### src/rtl/obi_axil_master.sv
// OBI data port to AXI4-Lite master bridge, one outstanding transaction.
// Optional address window check: define AXIL_MST_ADDR_CHECK_EN.
module obi_axil_master #(
    parameter int                ADDR_W    = 32,
    parameter int                DATA_W    = 32,
    parameter logic [ADDR_W-1:0] ADDR_BASE = 32'h2000_0000,
    parameter logic [ADDR_W-1:0] ADDR_MASK = 32'hFFFF_0000
) (
    input  logic                clk,
    input  logic                rst,
    input  logic                req_i,
    output logic                gnt_o,
    input  logic [ADDR_W-1:0]   addr_i,
    input  logic                we_i,
    input  logic [DATA_W/8-1:0] be_i,
    input  logic [DATA_W-1:0]   wdata_i,
    output logic                rvalid_o,
    output logic [DATA_W-1:0]   rdata_o,
    output logic                err_o,
    output logic [ADDR_W-1:0]   m_awaddr,
    output logic                m_awvalid,
    input  logic                m_awready,
    output logic [DATA_W-1:0]   m_wdata,
    output logic [DATA_W/8-1:0] m_wstrb,
    output logic                m_wvalid,
    input  logic                m_wready,
    input  logic [1:0]          m_bresp,
    input  logic                m_bvalid,
    output logic                m_bready,
    output logic [ADDR_W-1:0]   m_araddr,
    output logic                m_arvalid,
    input  logic                m_arready,
    input  logic [DATA_W-1:0]   m_rdata,
    input  logic [1:0]          m_rresp,
    input  logic                m_rvalid,
    output logic                m_rready
);

    typedef enum logic [2:0] {
        S_IDLE,
        S_WR,
        S_WB,
        S_RA,
        S_RR,
        S_RSP
    } state_e;

    state_e                state_q, state_d;
    logic [ADDR_W-1:0]     addr_q, addr_d;
    logic [DATA_W/8-1:0]   be_q, be_d;
    logic [DATA_W-1:0]     wdata_q, wdata_d;
    logic [DATA_W-1:0]     rdata_q, rdata_d;
    logic                  err_q, err_d;
    logic                  aw_done_q, aw_done_d;
    logic                  w_done_q, w_done_d;

    always_ff @(posedge clk or posedge rst) begin
        if (rst) begin
            state_q   <= S_IDLE;
            addr_q    <= '0;
            be_q      <= '0;
            wdata_q   <= '0;
            rdata_q   <= '0;
            err_q     <= 1'b0;
            aw_done_q <= 1'b0;
            w_done_q  <= 1'b0;
        end else begin
            state_q   <= state_d;
            addr_q    <= addr_d;
            be_q      <= be_d;
            wdata_q   <= wdata_d;
            rdata_q   <= rdata_d;
            err_q     <= err_d;
            aw_done_q <= aw_done_d;
            w_done_q  <= w_done_d;
        end
    end

    always_comb begin
        state_d   = state_q;
        addr_d    = addr_q;
        be_d      = be_q;
        wdata_d   = wdata_q;
        rdata_d   = rdata_q;
        err_d     = err_q;
        aw_done_d = aw_done_q;
        w_done_d  = w_done_q;
        gnt_o     = 1'b0;
        rvalid_o  = 1'b0;
        m_awvalid = 1'b0;
        m_wvalid  = 1'b0;
        m_bready  = 1'b0;
        m_arvalid = 1'b0;
        m_rready  = 1'b0;

        unique case (state_q)
            S_IDLE: begin
                gnt_o = req_i;
                if (req_i) begin
                    addr_d    = addr_i;
                    be_d      = be_i;
                    wdata_d   = wdata_i;
                    aw_done_d = 1'b0;
                    w_done_d  = 1'b0;
`ifdef AXIL_MST_ADDR_CHECK_EN
                    // Out-of-window requests are answered locally with an error.
                    if ((addr_i & ADDR_MASK) != ADDR_BASE) begin
                        state_d = S_RSP;
                        err_d   = 1'b1;
                        rdata_d = '0;
                    end else begin
                        state_d = we_i ? S_WR : S_RA;
                    end
`else
                    state_d = we_i ? S_WR : S_RA;
`endif
                end
            end
            S_WR: begin
                // AW and W complete independently, in either order.
                m_awvalid = !aw_done_q;
                m_wvalid  = !w_done_q;
                aw_done_d = aw_done_q | (m_awvalid & m_awready);
                w_done_d  = w_done_q | (m_wvalid & m_wready);
                if (aw_done_d && w_done_d) begin
                    state_d = S_WB;
                end
            end
            S_WB: begin
                m_bready = 1'b1;
                if (m_bvalid) begin
                    err_d   = (m_bresp != 2'b00);
                    rdata_d = '0;
                    state_d = S_RSP;
                end
            end
            S_RA: begin
                m_arvalid = 1'b1;
                if (m_arready) begin
                    state_d = S_RR;
                end
            end
            S_RR: begin
                m_rready = 1'b1;
                if (m_rvalid) begin
                    err_d   = (m_rresp != 2'b00);
                    rdata_d = m_rdata;
                    state_d = S_RSP;
                end
            end
            S_RSP: begin
                rvalid_o = 1'b1;
                state_d  = S_IDLE;
            end
            default: begin
                state_d = S_IDLE;
            end
        endcase
    end

    assign m_awaddr = addr_q;
    assign m_araddr = addr_q;
    assign m_wdata  = wdata_q;
    assign m_wstrb  = be_q;
    assign rdata_o  = rdata_q;
    assign err_o    = err_q;

endmodule

### config.mk
export PLATFORM = sky130hd
export DESIGN_NAME = obi_axil_master
export DESIGN_NICKNAME = d
export VERILOG_FILES = /design/src/rtl/obi_axil_master.sv
export SDC_FILE = /design/constraint.sdc
export NUM_CORES = 1
export LEC_CHECK = 0
export BUFFER_PORTS_ARGS = -buffer_cell sky130_fd_sc_hd__buf_2
export CORE_AREA = 10 10 110 112
export DETAILED_ROUTE_END_ITERATION = 12
export DIE_AREA = 0 0 120 122
export GPL_TIMING_DRIVEN = 1
export PLACE_DENSITY = 0.83
export REMOVE_ABC_BUFFERS = 1
export SYNTH_ARGS = -nofsm -noshare
export SYNTH_HDL_FRONTEND = slang
export SYNTH_SLANG_ARGS = --single-unit
export TNS_END_PERCENT = 5
### constraint.sdc
create_clock -name clk -period 6.3 [get_ports clk]
set_clock_uncertainty 0.1 [all_clocks]
set_input_delay 0.315 -clock clk [delete_from_list [all_inputs] [get_ports clk]]
set_output_delay 0.315 -clock clk [all_outputs]
set_load 0.01 [all_outputs]
==> flow_summary.json <==
{
  "cts_buffers": 9,
  "final_layout_size_suffix_gt1_share_pct": 58.0,
  "grt_first_pass_wirelength_um": 19100,
  "die_area_um2": 14600,
  "hold_path.class": "in -> reg",
  "synth_ff_type": "dfrtp_1",
  "drtPass1Iterations": 4,
  "cp_data_arrival_time_ns": 2.12,
  "clkSinkCount": 106,
  "max_stage_delay_ns": 0.58,
  "timing.final.crit_share_pct": 40.2,
  "synth_area_leaders": "dfrtp_1 57%, mux2_2 15%, mux2i_1 7.1%",
  "grtUsageTotal_pct": 16.0,
  "synth_edf_count": 0,
  "syn_area_per_cell_um2": 12.9,
  "cts_root_buf": "clkbuf_8",
  "h-tree-depth": 3,
  "cts_tree": "done",
  "num_vias": 3399,
  "min_from": "wdata_i[3]",
  "port_buffers": 252,
  "relSlewSlack_pct": 56.1,
  "die_w_um": 120,
  "syn_area_um2": 4630,
  "max_freq_mhz": 395,
  "synth_most_common_cell": "dfrtp_1",
  "worstPathMaxFanout": 49,
  "finalWirelength_um": 12400,
  "path_cells": "nor4b_4 > buf_4 > buf_2",
  "nFillCells": 872,
  "crit_path_end_kind": "output port",
  "die_h_um": 122,
  "netlist.area_leader.share_pct": 57.3,
  "yosys_warnings": 0,
  "irDropWorstVdd_uv": 208,
  "drt_iter0_markers": 148,
  "core-area_um2": 10000,
  "ys_ff_latch": 106,
  "seqCellArea_um2": 2650,
  "crit_type": "reg -> out",
  "hpwlAfterDp_um": 9940,
  "first_global_vias": 3664,
  "wl_per_cell_um": 17.2,
  "cp_slowest_cell": "dfrtp_1",
  "synth.distinct_cells": 28,
  "num-nets-final": 694,
  "hold_ws_ns": 0.0795,
  "worst_pin_slew_ns": 0.659,
  "worstSetupStartpointType": "register",
  "required_ns": 5.88,
  "initial_core_util_pct": 46.1,
  "clk_path_buf_depth": 2,
  "post-route-util_pct": 59.2,
  "setup_violations": 0,
  "worst_skew_pair.late_latency_ns": 0.35,
  "drc": 0,
  "io_pins": 253,
  "outcome": "finished, final reports clean",
  "antenna_found_initial": 0,
  "clkTransAtPathRegs_ns": 0.10,
  "ys_seq_area_share_pct": 57.3,
  "rsz0062_at_grt": "no",
  "grt_overflow_total": 0,
  "ys_async_sr_fraction_pct": 100,
  "ant_nets": 0,
  "fp-row-count": 37,
  "layout.cells.non_filler": 722,
  "synth_top_cell_by_area": "dfrtp_1",
  "cp-startpoint": "state_q[0]$_DFFE_PP0P_",
  "rr_startpoint": "state_q[0]$_DFFE_PP0P_",
  "placed_cells": 705,
  "slew_violations": 0,
  "netlist_instances": 360,
  "fin_setup_tns_ns": 0,
  "p_per_area_nw_per_um2": 501,
  "post_drt_via_cell_ratio": 4.71,
  "grt_max_degree": 56,
  "cap_viol_max_count": 0,
  "fin_crit_ns": 2.53,
  "cts_setup_buffers": 0,
  "multi_input_area_um2": 1500,
  "hold_viol": 0,
  "diodes": 0,
  "syn2layout_area_growth_pct": 28.4,
  "power.leakage_nw": 2.99,
  "place.gp.congestion": 0.890,
  "ys_top_cells_by_count": "106 x dfrtp_1, 61 x mux2_2, 37 x nand2_1, 36 x buf_4, 35 x inv_1"
}
worst max-delay path, delay by kind of cell, from the launching register on:
family	cells	cell delay [ns]
buffers and inverters	2	0.80
flip-flops	1	0.58
AND/OR/NAND/NOR	1	0.36
state kept, by name, summed over array words and instances (netlist names):
| signal | count |
|---|---|
| aw_done_q | 1 |
| err_o | 1 |
| m_araddr | 32 |
| m_wdata | 32 |
| m_wstrb | 4 |
| rdata_o | 32 |
| state_q | 3 |
| w_done_q | 1 |
report_power, final:
group          switching, mW  internal (mW)  total [mW]
Clock                  0.216          0.165       0.381
Sequential             0.217           1.01        1.23
Combinational          0.712          0.658        1.37
timing repair:
| action | 4_1_cts | 5_1_grt |
|---|---|---|
| hold buffers | 1 | 0 |
| endpoints found under the hold margin | 54 | 0 |
| gates resized for setup | 0 | 0 |
per-stage QoR:
stage | total power, mW | instance area [um2] | setup slack (ns)
after detailed placement | 2.64 | 5750 | 4.16
after global routing | 3.19 | 5950 | 3.64
after floorplan | 1.98 | 4280 | 2.70
final | 2.98 | 5950 | 3.77
after global placement | 2.57 | 5750 | 4.23
after CTS | 3.03 | 5950 | 3.75
final cells by class:
cell class                 instances  area share [%]
clock buffer                      12            2.61
clock inverter                     4           0.442
inverter                          35            2.25
multi-input combinational        171            25.2
sequential                       106            44.6
tap                              136            2.86
timing repair buffer             258            22.0
worst paths after layout:
check / slack, ns / cells after the start / end
setup reg to reg: 4.15 / 3 / m_araddr[8]$_DFFE_PP0P_
hold reg to reg: 0.39 / 1 / m_wdata[1]$_DFFE_PP0P_
setup / recovery: 3.77 / 3 / gnt_o
max in group asynchronous: 4.46 / 4 / rdata_o[22]$_DFFE_PP0P_
min in group asynchronous: 0.49 / 3 / m_araddr[28]$_DFFE_PP0P_
hold / removal: 0.08 / 2 / m_wdata[3]$_DFFE_PP0P_
layer usage:
layer  share of wire [%]  GRT usage, %  vias up
li1                    -             -     1599
met1                  37          17.5     1607
met2                  51          27.8      176
met3                  11          6.61       17
met4                 1.5          5.73        0
met5                   0             0        -
placed cells by master, fill, tap and decap left out, drive strengths merged, types with 2 or more instances in the layout:
master and count:
o31ai 2, clkinv 3, dfrtp 106, a21oi 3, buf 257, nand2 37
mux2i 33, mux2 70, or2 2, clkbuf 12, nand3b 2, nor2 7
inv 35, nor3b 2, o2bb2ai 2, o32ai 2
cell families after synthesis:
group           count (synthesis)  share of synthesized area [%]
flops                         106                           57.3
simple gates                   55                           5.89
mux                           103                           24.1
buf+inv                        83                           10.4
compound gates                 13                           2.32
(Power assumes the default switching activity.)
